`src/rtl/lc3_control.sv`:
```
// LC-3 multi-cycle control sequencer.
// It holds IR, NZP and the instruction state. Every datapath control output
// is decoded combinationally from the current state and IR.
module lc3_control (
    input  logic        clk,
    input  logic        reset,
    input  logic [15:0] Buss,
    input  logic        mem_ready,
    output logic        regWE,
    output logic [2:0]  DR,
    output logic [2:0]  SR1,
    output logic [2:0]  SR2,
    output logic [15:0] ir,
    output logic [1:0]  bus_sel,
    output logic        ld_pc,
    output logic        ld_mar,
    output logic        ld_mdr,
    output logic [1:0]  pc_sel,
    output logic        addr1_sel,
    output logic [1:0]  addr2_sel,
    output logic        mdr_sel,
    output logic [1:0]  alu_op,
    output logic        alu_imm,
    output logic        mem_en,
    output logic        mem_we,
    output logic        illegal,
    output logic [2:0]  nzp
);

    typedef enum logic [3:0] {
        S_F1  = 4'd0,
        S_F2  = 4'd1,
        S_F3  = 4'd2,
        S_DEC = 4'd3,
        S_ALU = 4'd4,
        S_BR  = 4'd5,
        S_JMP = 4'd6,
        S_JSR = 4'd7,
        S_LEA = 4'd8,
        S_LD1 = 4'd9,
        S_LD2 = 4'd10,
        S_LD3 = 4'd11,
        S_ST1 = 4'd12,
        S_ST2 = 4'd13,
        S_ST3 = 4'd14
    } state_t;

    state_t      state_q, state_d;
    logic [15:0] ir_q, ir_d;
    logic [2:0]  nzp_q, nzp_d;

    logic        regwe_s, ld_pc_s, ld_mar_s, ld_mdr_s;
    logic        mem_en_s, mem_we_s, illegal_s;
    logic [3:0]  opcode_s;

    // Condition codes for a value on the bus: exactly one bit set.
    function automatic logic [2:0] cc_of(input logic [15:0] v);
        logic zero;
        zero  = (v == 16'h0000);
        cc_of = {v[15], zero, (~v[15]) & (~zero)};
    endfunction

    assign opcode_s = ir_q[15:12];
    assign ir       = ir_q;
    assign nzp      = nzp_q;

    // Next-state, IR capture and condition-code update.
    always_comb begin
        state_d = state_q;
        ir_d    = ir_q;
        nzp_d   = nzp_q;
        case (state_q)
            S_F1: state_d = S_F2;
            S_F2: begin
                if (mem_ready) begin
                    state_d = S_F3;
                end else begin
                    state_d = S_F2;
                end
            end
            S_F3: begin
                ir_d    = Buss;
                state_d = S_DEC;
            end
            S_DEC: begin
                case (opcode_s)
                    4'b0001, 4'b0101, 4'b1001: state_d = S_ALU;
                    4'b0000:                   state_d = S_BR;
                    4'b1100:                   state_d = S_JMP;
                    4'b0100:                   state_d = S_JSR;
                    4'b0010, 4'b0110:          state_d = S_LD1;
                    4'b0011, 4'b0111:          state_d = S_ST1;
                    4'b1110:                   state_d = S_LEA;
                    default:                   state_d = S_F1;
                endcase
            end
            S_ALU: begin
                nzp_d   = cc_of(Buss);
                state_d = S_F1;
            end
            S_LD1: state_d = S_LD2;
            S_LD2: begin
                if (mem_ready) begin
                    state_d = S_LD3;
                end else begin
                    state_d = S_LD2;
                end
            end
            S_LD3: begin
                nzp_d   = cc_of(Buss);
                state_d = S_F1;
            end
            S_ST1: state_d = S_ST2;
            S_ST2: state_d = S_ST3;
            S_ST3: begin
                if (mem_ready) begin
                    state_d = S_F1;
                end else begin
                    state_d = S_ST3;
                end
            end
            S_BR, S_JMP, S_JSR, S_LEA: state_d = S_F1;
            default: state_d = S_F1;
        endcase
    end

    // Datapath control decode from state and IR.
    always_comb begin
        regwe_s   = 1'b0;
        ld_pc_s   = 1'b0;
        ld_mar_s  = 1'b0;
        ld_mdr_s  = 1'b0;
        mem_en_s  = 1'b0;
        mem_we_s  = 1'b0;
        illegal_s = 1'b0;
        DR        = 3'd0;
        SR1       = 3'd0;
        SR2       = 3'd0;
        bus_sel   = 2'd0;
        pc_sel    = 2'd0;
        addr1_sel = 1'b0;
        addr2_sel = 2'd0;
        mdr_sel   = 1'b0;
        alu_op    = 2'd0;
        alu_imm   = 1'b0;
        case (state_q)
            S_F1: begin
                bus_sel  = 2'd0;
                ld_mar_s = 1'b1;
                ld_pc_s  = 1'b1;
                pc_sel   = 2'd0;
            end
            S_F2, S_LD2: begin
                mem_en_s = 1'b1;
                mdr_sel  = 1'b0;
                ld_mdr_s = mem_ready;
            end
            S_F3: bus_sel = 2'd3;
            S_DEC: begin
                case (opcode_s)
                    4'b0001, 4'b0101, 4'b1001, 4'b0000, 4'b1100, 4'b0100,
                    4'b0010, 4'b0110, 4'b0011, 4'b0111, 4'b1110: illegal_s = 1'b0;
                    default: illegal_s = 1'b1;
                endcase
            end
            S_ALU: begin
                SR1     = ir_q[8:6];
                SR2     = ir_q[2:0];
                DR      = ir_q[11:9];
                bus_sel = 2'd1;
                regwe_s = 1'b1;
                case (opcode_s)
                    4'b0001: begin
                        alu_op  = 2'd0;
                        alu_imm = ir_q[5];
                    end
                    4'b0101: begin
                        alu_op  = 2'd1;
                        alu_imm = ir_q[5];
                    end
                    default: begin
                        alu_op  = 2'd2;
                        alu_imm = 1'b0;
                    end
                endcase
            end
            S_LEA: begin
                addr1_sel = 1'b0;
                addr2_sel = 2'd2;
                bus_sel   = 2'd2;
                regwe_s   = 1'b1;
                DR        = ir_q[11:9];
            end
            S_BR: begin
                if ((ir_q[11:9] & nzp_q) != 3'b000) begin
                    addr1_sel = 1'b0;
                    addr2_sel = 2'd2;
                    pc_sel    = 2'd1;
                    ld_pc_s   = 1'b1;
                end else begin
                    ld_pc_s   = 1'b0;
                end
            end
            S_JMP: begin
                SR1       = ir_q[8:6];
                addr1_sel = 1'b1;
                addr2_sel = 2'd0;
                pc_sel    = 2'd1;
                ld_pc_s   = 1'b1;
            end
            S_JSR: begin
                // The old R7 is read before the edge that writes the link.
                bus_sel = 2'd0;
                DR      = 3'd7;
                regwe_s = 1'b1;
                SR1     = ir_q[8:6];
                pc_sel  = 2'd1;
                ld_pc_s = 1'b1;
                if (ir_q[11]) begin
                    addr1_sel = 1'b0;
                    addr2_sel = 2'd3;
                end else begin
                    addr1_sel = 1'b1;
                    addr2_sel = 2'd0;
                end
            end
            S_LD1, S_ST1: begin
                bus_sel  = 2'd2;
                ld_mar_s = 1'b1;
                // Opcode bit 14 distinguishes base+offset6 from PC+offset9.
                if (ir_q[14]) begin
                    addr1_sel = 1'b1;
                    addr2_sel = 2'd1;
                    SR1       = ir_q[8:6];
                end else begin
                    addr1_sel = 1'b0;
                    addr2_sel = 2'd2;
                end
            end
            S_LD3: begin
                bus_sel = 2'd3;
                regwe_s = 1'b1;
                DR      = ir_q[11:9];
            end
            S_ST2: begin
                SR1      = ir_q[11:9];
                alu_op   = 2'd3;
                bus_sel  = 2'd1;
                mdr_sel  = 1'b1;
                ld_mdr_s = 1'b1;
            end
            S_ST3: begin
                mem_en_s = 1'b1;
                mem_we_s = 1'b1;
            end
            default: begin
                bus_sel = 2'd0;
            end
        endcase
    end

    // Strobes are held off for the whole time reset is asserted.
    assign regWE   = regwe_s   & ~reset;
    assign ld_pc   = ld_pc_s   & ~reset;
    assign ld_mar  = ld_mar_s  & ~reset;
    assign ld_mdr  = ld_mdr_s  & ~reset;
    assign mem_en  = mem_en_s  & ~reset;
    assign mem_we  = mem_we_s  & ~reset;
    assign illegal = illegal_s & ~reset;

    // State, IR and condition-code registers with synchronous reset.
    always_ff @(posedge clk) begin
        if (reset) begin
            state_q <= S_F1;
            ir_q    <= 16'h0000;
            nzp_q   <= 3'b010;
        end else begin
            state_q <= state_d;
            ir_q    <= ir_d;
            nzp_q   <= nzp_d;
        end
    end

endmodule

```
`config.mk`:
```
export PLATFORM = sky130hd
export DESIGN_NAME = lc3_control
export DESIGN_NICKNAME = d
export VERILOG_FILES = /design/src/rtl/lc3_control.sv
export SDC_FILE = /design/constraint.sdc
export NUM_CORES = 1
export LEC_CHECK = 0
export ABC_AREA = 1
export CELL_PAD_IN_SITES_DETAIL_PLACEMENT = 2
export CELL_PAD_IN_SITES_GLOBAL_PLACEMENT = 2
export CORE_MARGIN = 2
export CORE_UTILIZATION = 22
export CTS_BUF_LIST = sky130_fd_sc_hd__clkbuf_16
export DETAILED_ROUTE_END_ITERATION = 16
export HOLD_SLACK_MARGIN = 0.02
export PLACE_DENSITY_LB_ADDON = 0.1
export SYNTH_ARGS = -nofsm -noshare
export SYNTH_HDL_FRONTEND = slang
export SYNTH_SLANG_ARGS = --single-unit
export TNS_END_PERCENT = 100
```
`constraint.sdc`:
```
create_clock -name clk -period 1.8 [get_ports clk]
set_clock_uncertainty 0.2 [all_clocks]
set_input_delay 0.36 -clock clk [delete_from_list [all_inputs] [get_ports clk]]
set_output_delay 0.36 -clock clk [all_outputs]
set_load 0.1 [all_outputs]
```
---- Word level (Yosys, flattened, before mapping) ----
Memories as Yosys holds them, arrays and structs flattened. A register that Yosys moved wholly into a read port is not among the register bits.
Cells that the tools add are included.
cells by class
  equality and inequality tests ........... 16
  muxes and demuxes ....................... 35
  bitwise operators ....................... 12
  reductions and logical operators ........ 17
operators with widths
  operator              count
  $pmux W4 S9           1
  $eq A4 B4 Y1 const B  7
  $eq A4 B3 Y1 const B  5
  $mux W4               5
  $reduce_or A3 Y1      6
  $logic_not A16 Y1     1
  $reduce_or A2 Y1      7
  $mux W1               13
  $pmux W3 S3           1
  $and A1 B1 Y1         8
  $eq A4 B1 Y1 const B  2
  $eq A4 B2 Y1 const B  2
  $mux W2               4
  $pmux W2 S2           2
  $pmux W2 S4           1
  $mux W3               2
  $pmux W1 S2           3
  $pmux W2 S3           1
  $pmux W3 S2           1
  $logic_not A4 Y1      1
  $reduce_or A4 Y1      1
  $and A3 B3 Y3         1
  $not A1 Y1            3
  $pmux W1 S3           1
  $reduce_bool A3 Y1    1
word-level totals
  flip-flop bits (word level) ............. 23
  ROM bits ................................ 80
  logic and storage cells ................. 85
  memories ................................ 2
memories
  name              depth  width  rd ports  clocked after memory_dff  write ports  line  RTL
  (name not given)  16     4      1         1                         0            86    case (opcode_s)
  (name not given)  16     1      1         1                         0            160   case (opcode_s)

---- Longest topological paths before layout ----
  depth after elaboration ................. 5
  depth in mapped cells ................... 10
  depth with buffers taken out ............ 10

---- Worst setup path before layout ----
No wires, ideal clock.
  path kind ............................... reg2out
  start ................................... register ir_q[10] (netlist: ir[10])
  end ..................................... output ld_pc
  arrival time ............................ 3.460 ns
  slack ................................... -2.220 ns
  cell stages (with the launch flop) ...... 7
  path buffers ............................ 0
  cells stage by stage .................... dfxtp_1 > inv_1 > o211ai_1 > nand3_1 > nand2_1 > nor2_1 > nor2_1
between the ends
  word-level cells in the longest chain between the ends .. 5
RTL lines
  element                 line  RTL
  from (decl)             49    logic [15:0] ir_q, ir_d;
  from (signal assigned)  279   ir_q <= ir_d;
  $and A3 B3 Y3           195   if ((ir_q[11:9] & nzp_q) != 3'b000) begin
  $reduce_bool A3 Y1      195
  $mux W1                 195
  $pmux W1 S2             146   case (state_q)
  $and A1 B1 Y1           264   assign ld_pc = ld_pc_s & ~reset;
  to (decl)               15    output logic ld_pc,
No other way between the ends.

---- Final worst setup path ----
  start ................................... register state_q[0]
  end ..................................... output SR1[1]
between the ends
  word-level cells in the longest chain between the ends .. 3
  elaborated cells on any way between the ends .. 9
RTL lines
  element                                                                line  RTL
  from (decl)                                                            48    state_t state_q, state_d;
  from (signal assigned)                                                 278   state_q <= state_d;
  $eq A4 B3 Y1 / $eq A4 B4 Y1 (equally long branches)                    146
  $reduce_or A3 Y1 (no line) / $reduce_or A2 Y1 (equally long branches)  -
  $pmux W3 S3 (*)                                                        146
  to (decl)                                                              11    output logic [2:0] SR1,
Every way passes the cells marked *; elsewhere a longest branch is shown, timed or not.

==> flow_summary.json <==
{
  "outcome": "finished with violations",
  "failed_checks": "setup timing",
  "nFillCells": 703,
  "ant_nets": 0,
  "critPathKind": "reg -> out",
  "multi_input_area_sq_um": 1220,
  "synthTopCellsByCount": "34 x nand2_1, 32 x inv_1, 32 x nor2_1",
  "syn-cell-area_sq_um": 1560,
  "num_antenna_cells": 0,
  "peakVddDrop_mv": 0.401,
  "ff_latch_area_sq_um": 632,
  "fp-row-count": 30,
  "die_width_um": 88.2,
  "clock_latency_ns": 0.28,
  "path_max_fanout": 5,
  "start_util_pct": 22.9,
  "syn_to_final_growth_pct": 142,
  "yosysTopAreaCell": "dfxtp_1",
  "synth.most_common_cell": "nand2_1",
  "die-area_sq_um": 7790,
  "hold_violations": 0,
  "synth_edf_count": 0,
  "gr-total-overflow": 0,
  "placed_area_sq_um": 3430,
  "drive_gt1_share_pct": 62.8,
  "ys_async_sr_fraction_pct": 0,
  "pin_count": 65,
  "cap_viol_max_count": 0,
  "drtIter0Drc": 53,
  "p_leak_nw": 1.53,
  "power_mw": 2.61,
  "wl_mm": 9.56,
  "tritoncts": "yes",
  "ys_ff_latch": 28,
  "setup_viol": 34,
  "fmax_mhz": 453,
  "syn-num-nets": 248,
  "min_period_ns": 2.21,
  "cp-start-kind": "flip-flop",
  "rsz0062_at_grt": "true",
  "synth_cell_types": 30,
  "grt_usage_pct": 22.3,
  "root_buffer": "clkbuf_16",
  "clk_path_buf_depth": 2,
  "gp_congestion": 0.795,
  "min_path_type": "reg -> reg",
  "viasPerCell": 4.74,
  "vias": 2062,
  "drtPass1Iterations": 4,
  "clk_pin_slew_ns": 0.08,
  "htreeDepth": 1,
  "critPathArrivalTime_ns": 1.65,
  "hpwl_mm": 5.99,
  "chipHeight_um": 88.2,
  "worstSetupEndpointType": "output pin",
  "synth_top_area_share_pct": 35.9,
  "cts_buffers": 3,
  "antenna_found_initial": 0,
  "final_max_slew_viol_count": 0,
  "synthCells": 229,
  "numClockSinks": 28,
  "post-route-period-util_pct": 123,
  "numPortBuffers": 63,
  "synth.area.top_cells": "dfxtp_1 36%, nand2_1 8.2%, inv_1 7.7%",
  "grt_max_degree": 20,
  "nets": 359,
  "ys_warn_count": 0,
  "wire_per_inst_um": 22.0,
  "drc": 0,
  "grt_pass1_vias": 2344,
  "cellPowerDensity_nw_per_um2": 688,
  "avgSynthCellArea_sq_um": 6.82,
  "core_sq_um": 6830,
  "yosysSeqAreaShare_pct": 35.9,
  "cp_data_required_time_ns": 1.24,
  "grt_first_pass_wirelength_mm": 12.9,
  "design_area_sq_um": 3790,
  "ys.flop_type": "dfxtp_1",
  "fin_ws_ns": -0.407
}
==> power by group <==
part           internal [mW]  switching, mW  leakage, nW
registers              0.668         0.0717        0.242
clock network          0.445          0.260       0.0511
logic                  0.423          0.738         1.23
total                   1.54           1.07         1.53
==> layer usage <==
metal  wire length, um  GRT usage, %  vias to the layer above
met5                 0             0                        -
met4               223          5.51                        0
met3               335          3.73                       15
met2              5190          43.2                       56
met1              3810          25.2                     1028
li1                  -             -                      963
==> path summary, 6_finish.rpt <==
| kind | slack, ns | to | start | cells past startpoint |
|---|---|---|---|---|
| worst min-delay path | 0.35 | nzp[1] | nzp[1] | 2 |
| worst max-delay path | -0.41 | SR1[1] | state_q[0] | 6 |
| worst min register to register | 0.35 | nzp[1] | nzp[1] | 2 |
| worst max register to register | -0.12 | nzp[0] | state_q[2] | 10 |
==> per-stage QoR <==
step	utilization (%)	instances	hold slack, ns	setup TNS, ns	worst slack, ns
2_1_floorplan	-	229	0.238	-4.40	-0.530
5_1_grt	55.4	435	0.382	-11.10	-0.454
4_1_cts	53.1	428	0.323	-8.22	-0.372
6_report	55.4	435	0.353	-9.05	-0.407
3_3_place_gp	50.1	417	0.302	-1.89	-0.211
3_5_place_dp	50.1	417	0.316	-3.93	-0.253
==> cell type report <==
cell class	instances	area share [%]
Clock buffer	3	1.98
Tap cell	96	3.17
Multi-Input combinational cell	153	32.4
Inverter	42	4.86
Timing Repair Buffer	112	40.2
Clock inverter	1	0.793
Sequential cell	28	16.7
==> logic make-up (layout without fill, tap and decap cells) <==
| group | Yosys count | in the layout | share of synthesized area, % |
|---|---|---|---|
| compound gates | 52 | 52 | 19.0 |
| buf+inv | 48 | 158 | 12.7 |
| flops | 28 | 28 | 35.9 |
| other cells | 1 | 1 | 0.240 |
| simple gates | 100 | 100 | 32.2 |
==> critical path: stages (launching register included) <==
cell     delay (ns)
dfxtp_4        0.40
inv_4          0.06
nor2_4         0.18
nand2_2        0.17
buf_12         0.18
o22ai_4        0.17
buf_12         0.20
==> cells in the final DEF (no fill, tap or decap), drive strengths merged, types with 3 or more instances in the layout <==
| master | n |
|---|---|
| nand2 | 40 |
| o21ai | 17 |
| nor2 | 41 |
| clkdlybuf4s50 | 17 |
| a21oi | 23 |
| dfxtp | 28 |
| nand3 | 15 |
| inv | 39 |
| clkbuf | 3 |
| o22ai | 4 |
| buf | 94 |
==> timing repair <==
item                                    in CTS  in global routing
gates resized for setup                     13                 36
buffers inserted                             7                  7
pin swaps                                   15                 16
hold buffers                                 0                  0
endpoints found under the setup margin      27                 41
No activity file was read; power rests on OpenSTA's default activity.
